$ cat src/rtl/approx_mult_pkg.sv
// approx_mult_pkg
// Shared definitions for the approximate multiplier pipeline.
//   MAX_W / MAX_PW : largest supported operand width and product width.
//   cs_pair_t      : carry-save (sum, carry) pair carried from S2 to S3.
//                    Sized for MAX_W; narrower instances use the low
//                    2*WIDTH bits and leave the rest at zero.
//   level_ok()     : legality check for the WIDTH/LEVEL pair.
//   comp_const()   : mean-error compensation constant 2^(LEVEL-1).
`timescale 1ns/1ps
package approx_mult_pkg;

  localparam int MAX_W  = 32;
  localparam int MAX_PW = 2 * MAX_W;

  typedef struct packed {
    logic [MAX_PW-1:0] sum;
    logic [MAX_PW-1:0] carry;
  } cs_pair_t;

  function automatic bit level_ok(input int level, input int width);
    return (width >= 4) && (width <= MAX_W) &&
           (level >= 1) && (level <= 2 * width - 1);
  endfunction

  // Half of the weight of the first kept column: centres the truncation
  // error around zero for uniformly distributed operands.
  function automatic logic [MAX_PW-1:0] comp_const(input int level, input int width);
    logic [MAX_PW-1:0] c;
    c = '0;
    if (level_ok(level, width)) c[level-1] = 1'b1;
    return c;
  endfunction

endpackage

$ cat src/rtl/approx_pp_compress.sv
// approx_pp_compress
// Purely combinational partial-product generation, column masking and
// carry-save reduction down to two rows.
//   x, y    : unsigned operands (WIDTH bits)
//   approx  : 1 = drop every partial-product bit in a column below LEVEL
//   cs      : two rows whose sum (mod 2^(2*WIDTH)) is the product
`timescale 1ns/1ps
module approx_pp_compress
  import approx_mult_pkg::*;
#(
  parameter int WIDTH = 8,
  parameter int LEVEL = 8
) (
  input  logic [WIDTH-1:0] x,
  input  logic [WIDTH-1:0] y,
  input  logic             approx,
  output cs_pair_t         cs
);

  localparam int PW = 2 * WIDTH;

  logic [PW-1:0] col_mask;
  logic [PW-1:0] row [WIDTH];
  logic [PW-1:0] s_acc;
  logic [PW-1:0] c_acc;
  logic [PW-1:0] s_nxt;
  logic [PW-1:0] c_nxt;

  always_comb begin
    // Row i holds p(i,j) at column i+j, so masking whole columns is a
    // plain AND against one mask shared by every row.
    col_mask = approx ? ~((PW'(1) << LEVEL) - PW'(1)) : '1;
    for (int i = 0; i < WIDTH; i++) begin
      row[i] = (x[i] ? (PW'(y) << i) : '0) & col_mask;
    end

    // Chain of 3:2 compressors. Carries that fall off the top are
    // harmless: the true total always fits in PW bits.
    s_acc = row[0];
    c_acc = row[1];
    s_nxt = '0;
    c_nxt = '0;
    for (int i = 2; i < WIDTH; i++) begin
      s_nxt = s_acc ^ c_acc ^ row[i];
      c_nxt = ((s_acc & c_acc) | (s_acc & row[i]) | (c_acc & row[i])) << 1;
      s_acc = s_nxt;
      c_acc = c_nxt;
    end

    cs = '0;
    cs.sum[PW-1:0]   = s_acc;
    cs.carry[PW-1:0] = c_acc;
  end

endmodule

$ cat src/rtl/approx_mult_pipe.sv
// approx_mult_pipe
// Three-stage pipelined unsigned multiplier with a per-transaction
// exact/approximate mode, sideband tag and saturating approximate counter.
//   clk, rst            : clock, synchronous active-high reset
//   in_valid/in_ready   : operand handshake (x, y, approx, in_tag)
//   out_valid/out_ready : result handshake (z, out_tag, out_approx)
//   approx_cnt          : number of approximate results delivered
// Build option: define APPROX_MULT_COMP_EN to add 2^(LEVEL-1) to
// approximate results; exact results are unaffected either way.
//
// Handshake: a transfer happens on a rising edge where valid && ready.
// valid, once raised, holds with its payload until that transfer;
// ready may depend combinationally on the downstream ready.
`timescale 1ns/1ps
module approx_mult_pipe
  import approx_mult_pkg::*;
#(
  parameter int WIDTH = 8,
  parameter int LEVEL = 8,
  parameter int TAG_W = 4,
  parameter int CNT_W = 16
) (
  input  logic               clk,
  input  logic               rst,
  input  logic               in_valid,
  output logic               in_ready,
  input  logic [WIDTH-1:0]   x,
  input  logic [WIDTH-1:0]   y,
  input  logic               approx,
  input  logic [TAG_W-1:0]   in_tag,
  output logic               out_valid,
  input  logic               out_ready,
  output logic [2*WIDTH-1:0] z,
  output logic [TAG_W-1:0]   out_tag,
  output logic               out_approx,
  output logic [CNT_W-1:0]   approx_cnt
);

  localparam int PW = 2 * WIDTH;

  if (!level_ok(LEVEL, WIDTH)) begin : g_bad_params
    $error("approx_mult_pipe: illegal WIDTH/LEVEL combination");
  end

  // Stage registers
  logic               s1_valid;
  logic [WIDTH-1:0]   s1_x;
  logic [WIDTH-1:0]   s1_y;
  logic               s1_approx;
  logic [TAG_W-1:0]   s1_tag;

  logic               s2_valid;
  cs_pair_t           s2_cs;
  logic               s2_approx;
  logic [TAG_W-1:0]   s2_tag;

  logic               s3_valid;
  logic [PW-1:0]      s3_z;
  logic               s3_approx;
  logic [TAG_W-1:0]   s3_tag;

  logic [CNT_W-1:0]   cnt_q;

  // Combinational
  cs_pair_t           cs_comb;
  logic [MAX_PW-1:0]  sum_full;
  logic               s1_load;
  logic               s2_load;
  logic               s3_load;

  // A stage may load when it is empty or its content leaves this cycle;
  // the chain makes in_ready combinational from out_ready.
  assign s3_load  = !s3_valid || out_ready;
  assign s2_load  = !s2_valid || s3_load;
  assign s1_load  = !s1_valid || s2_load;
  assign in_ready = s1_load;

  approx_pp_compress #(
    .WIDTH (WIDTH),
    .LEVEL (LEVEL)
  ) u_compress (
    .x      (s1_x),
    .y      (s1_y),
    .approx (s1_approx),
    .cs     (cs_comb)
  );

  always_comb begin
    sum_full = s2_cs.sum + s2_cs.carry;
`ifdef APPROX_MULT_COMP_EN
    if (s2_approx) sum_full = sum_full + comp_const(LEVEL, WIDTH);
`endif
  end

  always_ff @(posedge clk) begin
    if (rst) begin
      s1_valid  <= 1'b0;
      s1_x      <= '0;
      s1_y      <= '0;
      s1_approx <= 1'b0;
      s1_tag    <= '0;
      s2_valid  <= 1'b0;
      s2_cs     <= '0;
      s2_approx <= 1'b0;
      s2_tag    <= '0;
      s3_valid  <= 1'b0;
      s3_z      <= '0;
      s3_approx <= 1'b0;
      s3_tag    <= '0;
      cnt_q     <= '0;
    end else begin
      if (s1_load) begin
        s1_valid <= in_valid;
        if (in_valid) begin
          s1_x      <= x;
          s1_y      <= y;
          s1_approx <= approx;
          s1_tag    <= in_tag;
        end
      end

      if (s2_load) begin
        s2_valid <= s1_valid;
        if (s1_valid) begin
          s2_cs     <= cs_comb;
          s2_approx <= s1_approx;
          s2_tag    <= s1_tag;
        end
      end

      // Output payload only changes on a load, so it holds under stall.
      if (s3_load) begin
        s3_valid <= s2_valid;
        if (s2_valid) begin
          s3_z      <= sum_full[PW-1:0];
          s3_approx <= s2_approx;
          s3_tag    <= s2_tag;
        end
      end

      if (s3_valid && out_ready && s3_approx && (cnt_q != '1)) begin
        cnt_q <= cnt_q + CNT_W'(1);
      end
    end
  end

  assign out_valid  = s3_valid;
  assign z          = s3_z;
  assign out_tag    = s3_tag;
  assign out_approx = s3_approx;
  assign approx_cnt = cnt_q;

endmodule

$ cat config.mk
export PLATFORM = sky130hd
export DESIGN_NAME = approx_mult_pipe
export DESIGN_NICKNAME = d
export VERILOG_FILES = /design/src/rtl/approx_mult_pkg.sv /design/src/rtl/approx_pp_compress.sv /design/src/rtl/approx_mult_pipe.sv
export SDC_FILE = /design/constraint.sdc
export NUM_CORES = 1
export LEC_CHECK = 0
export ABC_AREA = 1
export BUFFER_PORTS_ARGS = -buffer_cell sky130_fd_sc_hd__buf_2
export CORE_ASPECT_RATIO = 1.1
export CORE_MARGIN = 1.5
export CORE_UTILIZATION = 45
export CTS_CLUSTER_SIZE = 16
export DETAILED_ROUTE_END_ITERATION = 16
export PLACE_DENSITY_LB_ADDON = 0.2
export SLEW_MARGIN = 20
export SYNTH_ARGS = -nofsm -noshare
export SYNTH_HDL_FRONTEND = slang
export SYNTH_SLANG_ARGS = --single-unit
$ cat constraint.sdc
create_clock -name clk -period 4.2 [get_ports clk]
set_clock_uncertainty 0.15 [all_clocks]
set_input_delay 0.42 -clock clk [delete_from_list [all_inputs] [get_ports clk]]
set_output_delay 0.42 -clock clk [all_outputs]
set_load 0.01 [all_outputs]
==> Yosys cells after proc, flatten, opt, wreduce, memory -nomap -nowiden <==
Index checks and enable logic that the tools add are counted.
{ "classes": {"n_addsub": 2, "eq_ne": 1, "muxes": 9, "n_bitwise": 50, "n_reduce_logical": 12} }
{ "op_table": {"columns": ["cell", "count"], "rows": [
  ["15-bit bitwise AND", 18],
  ["16-bit bitwise XOR", 12],
  ["15-bit OR", 12],
  ["16-bit by 1-bit adder with 16-bit output (second input constant)", 1],
  ["16-bit adder", 1],
  ["10-bit by 16-bit bitwise AND with 16-bit output", 1],
  ["11-bit by 16-bit bitwise AND with 16-bit output", 1],
  ["12-bit by 16-bit bitwise AND with 16-bit output", 1],
  ["13-bit by 16-bit bitwise AND with 16-bit output", 1],
  ["14-bit by 16-bit bitwise AND with 16-bit output", 1],
  ["15-bit by 16-bit bitwise AND with 16-bit output", 1],
  ["8-bit by 16-bit bitwise AND with 16-bit output", 1],
  ["9-bit by 16-bit bitwise AND with 16-bit output", 1],
  ["8-bit 2-to-1 mux", 2],
  ["16-bit inequality test (second input constant)", 1],
  ["15-bit 2-to-1 mux", 1],
  ["14-bit 2-to-1 mux", 1],
  ["13-bit 2-to-1 mux", 1],
  ["12-bit 2-to-1 mux", 1],
  ["11-bit 2-to-1 mux", 1],
  ["10-bit 2-to-1 mux", 1],
  ["9-bit 2-to-1 mux", 1],
  ["2-bit AND reduction", 3],
  ["1-bit logical AND", 3],
  ["other kinds (2)", 6]
]} }
{ "totals": {"reg_bits": 97, "elab_cells": 89} }

==> Depth between registers and ports, before layout <==
{ "logic_depth": {"word_depth": 20, "depth_mapped": 14, "depth_no_buf": 13} }

==> Hierarchy <==
From an unflattened synthesis, not the netlist that was laid out.
{ "hier_totals": {"hier_cells": 968, "hier_area_um2": 6961.7} }
{ "modules_own_cells": {"columns": ["mod", "instances", "cells_each", "area_each_um2", "seq_area_each_um2"], "rows": [
  ["approx_mult_pipe", 1, 684, 4707.0, 1961.9],
  ["approx_pp_compress", 1, 284, 2254.7, 0.0]
]} }

==> Least setup slack after synthesis <==
No wires, ideal clock.
{ "synth_path": {"path_kind": "register to register", "startpoint": "register s1_approx", "endpoint": "register s2_cs[71] (netlist bit)", "arrival_ns": 4.286, "t_required_ns": 3.934, "path_slack_ns": -0.351, "stages_incl_launch_ff": 14, "path_buffers": 2, "period_less_slack_ns": 4.551, "cell_sequence": "dfxtp_1 -> clkbuf_1 -> inv_1 -> clkbuf_1 -> nand3_1 -> fa_1 -> fa_1 -> fa_1 -> fa_1 -> inv_1 -> fa_1 -> fa_1 -> o21ai_0 -> nor2_1"} }
{ "synth_rtl": {"columns": ["element", "line_no", "text"], "rows": [
  ["start: declaration", "approx_mult_pipe.sv:49", "logic s1_approx;"],
  ["start signal: assignment", "approx_mult_pipe.sv:117", "s1_approx <= approx;"],
  ["end signal: assignment", "approx_mult_pipe.sv:125", "s2_cs <= cs_comb;"],
  ["end: declaration", "approx_mult_pipe.sv:53", "cs_pair_t s2_cs;"]
]} }

==> metrics.txt <==
status finished clean; CP Class flop to flop; clock tree from TritonCTS yes; max_cap viols 0; Worst Setup End Kind flop; Pwr Total around 2 mW; number of diodes 0; core footprint 0.0110 mm²; detailed placer's ending HPWL 8240 µm; most frequent CP cell fa_1; reg2reg start s1_approx$_SDFFE_PP0P_; RSZ-0062 raised after global routing true; Synth Net Count between 700 and 800; worst endpoint data arrival time just over 4 ns; DRC errors left 0; hold buffer count at CTS 0; endpoints failing setup 0; first drt pass iteration count 4; P_leak around 2.7 nW; Num CTS Buffers 9; TNS Setup 0 ns; leading post-synthesis cells by cell area dfxtp_1, fa_1, nor2_1, nand2_1, o21ai_0; DR vias 4385; Final Util between 50% and 60%; routed length per placed instance between 10 and 15 µm; area share of the largest cell type after synthesis approximately a third; EDFF count, synth 0; Starting Density a little under half; Initial DRC Count approximately 210; Crit path max-delay family adder cells; number of global-route vias before repair a little over 4000; initial antenna violation count 0; Layout area overhead 14.9%; Async SR Flop Fraction 0%; Post-Route WL 10900 µm; clock tree buffer depth 2; die area between 0.01 and 0.015 mm²; hold_sp x[4]; Max Fclk approximately 250 MHz; Synth Register Bits between 80 and 90; pin count of the biggest net entering global routing 64; IO Count between 60 and 70; Port Buffers 63; worst-path cell chain clkinvlp_4 > nand3_1 > fa_1 > fa_1 > fa_1 > fa_1 > inv_1 > fa_1 > fa_1 > o21ai_1 > a21oi_1; Filler cells 1107; Setup crit start s1_approx$_SDFFE_PP0P_; Storage cell area around 0.0018 mm²; HP Class input port to flop; Synth area leader dfxtp_1; multi-input logic area about 0.0029 mm²; Detail Route Antenna Nets 0; final hold viol count 0; Netlist Area Pre-Place around 0.0051 mm²; Peak supply drop about 0.17 mV; WP buf/inv 2; Final Cycle Share a little over nine tenths; most numerous cell in the Yosys netlist nor2_1; clk slew on worst S/H paths ~0.060 ns; Worst-Margin Slew slightly above 0.8 ns; Worst path max stage delay 0.54 ns; min Tclk post-route 4.06 ns; H-tree Lvls 3; Synth Flop Type dfxtp_1; row count 40; Final Net Count between 800 and 900; synth cell count leaders nor2_1, nand2_1, dfxtp_1; fraction of layout cells with a size suffix above 1 between 10% and 20%; Required @ worst endpoint between 4 and 5 ns; worst hold margin around 0.18 ns; vias per inst a little under 5; average size of a mapped cell approximately 7.5 µm²; Syn. warnings 0; critical path fanouts, max 6; Synth cell types 25; CTS root buffer clkbuf_16; Worst-Skew Late Latency 0.34 ns; Placer Congestion 0.897; Syn Inst Count around 700; sequential area share after synthesis around 35%; Worst path slowest cell fa_1; relative slew slack between 40% and 50%; Die Span X between 100 and 150 µm; GRT overflow 0; Power Dens Cells around 330 mW/mm²; first-pass GRT wire length ~19000 µm; Slew Viols, Final 0; Worst Setup Start Kind flop; CTS Sinks between 80 and 90; Vert. Die Dim about 120 µm; GRT Overall Usage about a fifth
==> final timing paths <==
kind / depth (start not counted) / slack [ns] / endpoint
worst max-delay path: 11 / 0.14 / s2_cs[8]$_SDFFE_PP0P_
worst max register to register: 11 / 0.14 / s2_cs[8]$_SDFFE_PP0P_
worst min register to register: 2 / 0.32 / s2_cs[78]$_SDFFE_PP0P_
worst min-delay path: 3 / 0.18 / s1_x[4]$_SDFFE_PP0P_
==> placed cells by master (no fill, tap or decap), drive strengths merged, types with 10 or more instances in the layout <==
cell / instances
nor2: 146
a21oi: 35
fa: 42
inv: 76
ha: 16
o21ai: 69
nand3: 34
dfxtp: 89
nand4: 10
nand2: 124
buf: 75
==> timing repair <==
action,in CTS,in global routing
gates cloned,0,1
buffers inserted,0,1
pin swaps,0,2
endpoints found under the setup margin,1,5
resized for setup,1,11
==> power breakdown <==
part | switching [mW] | internal [mW] | leakage [nW]
Combinational | 0.153 | 0.0996 | 1.87
Sequential | 0.0379 | 0.887 | 0.731
Clock | 0.326 | 0.459 | 0.137
Total | 0.517 | 1.45 | 2.74
==> worst reg2reg max path: cells and delay by family (launching register included) <==
family                     cells  cell delay, ns
AOI/OAI and AO/OA              2            0.20
adders and majority gates      6            2.85
buffers and inverters          2            0.20
DFF                            1            0.41
and+or+nand+nor                1            0.11
==> stage by stage <==
| stage | instance area, µm² | cells | worst slack, ns |
|---|---|---|---|
| after global routing | 5910 | 891 | -0.0380 |
| final | 5910 | 891 | 0.137 |
| after floorplan | 5160 | 687 | 0.00914 |
| after detailed placement | 5580 | 873 | -0.00725 |
| after CTS | 5870 | 889 | 0.0527 |
| after global placement | 5580 | 873 | 0.116 |
==> sequential cells by signal, indices dropped and copies added (netlist names) <==
register,count
s1_x,8
out_valid,1
approx_cnt,16
s1_tag,4
s1_approx,1
s2_cs,23
out_approx,1
s2_approx,1
s2_tag,4
s1_valid,1
out_tag,4
z,16
s1_y,8
s2_valid,1
==> logic make-up after synthesis <==
kind of cell             after synthesis  synth area share, %
adder cells (fa/ha/maj)               58                 20.2
buffers and inverters                111                 8.49
XOR/XNOR                               8                 1.36
flip-flops                            89                 34.6
AND/OR/NAND/NOR                      315                 24.8
AO/OA/AOI/OAI                        106                 10.5
==> cell type report <==
cell class | instances | share of cell area [%]
repair inverters | 1 | 0.127
well taps | 147 | 3.11
repair buffers | 75 | 6.86
inverters | 76 | 4.87
clock inverters | 7 | 1.21
clock buffers | 9 | 3.81
flip-flops and latches | 89 | 30.2
multi-input cells | 487 | 49.8
==> per-layer routing <==
layer	vias up	wire [µm]	global-route usage, %
li1	2261	-	-
met1	1995	4980	23.9
met2	108	5160	32.1
met3	21	434	2.78
met4	0	309	9.68
met5	-	0	0
Note: power is estimated with default switching activity, not from simulation.
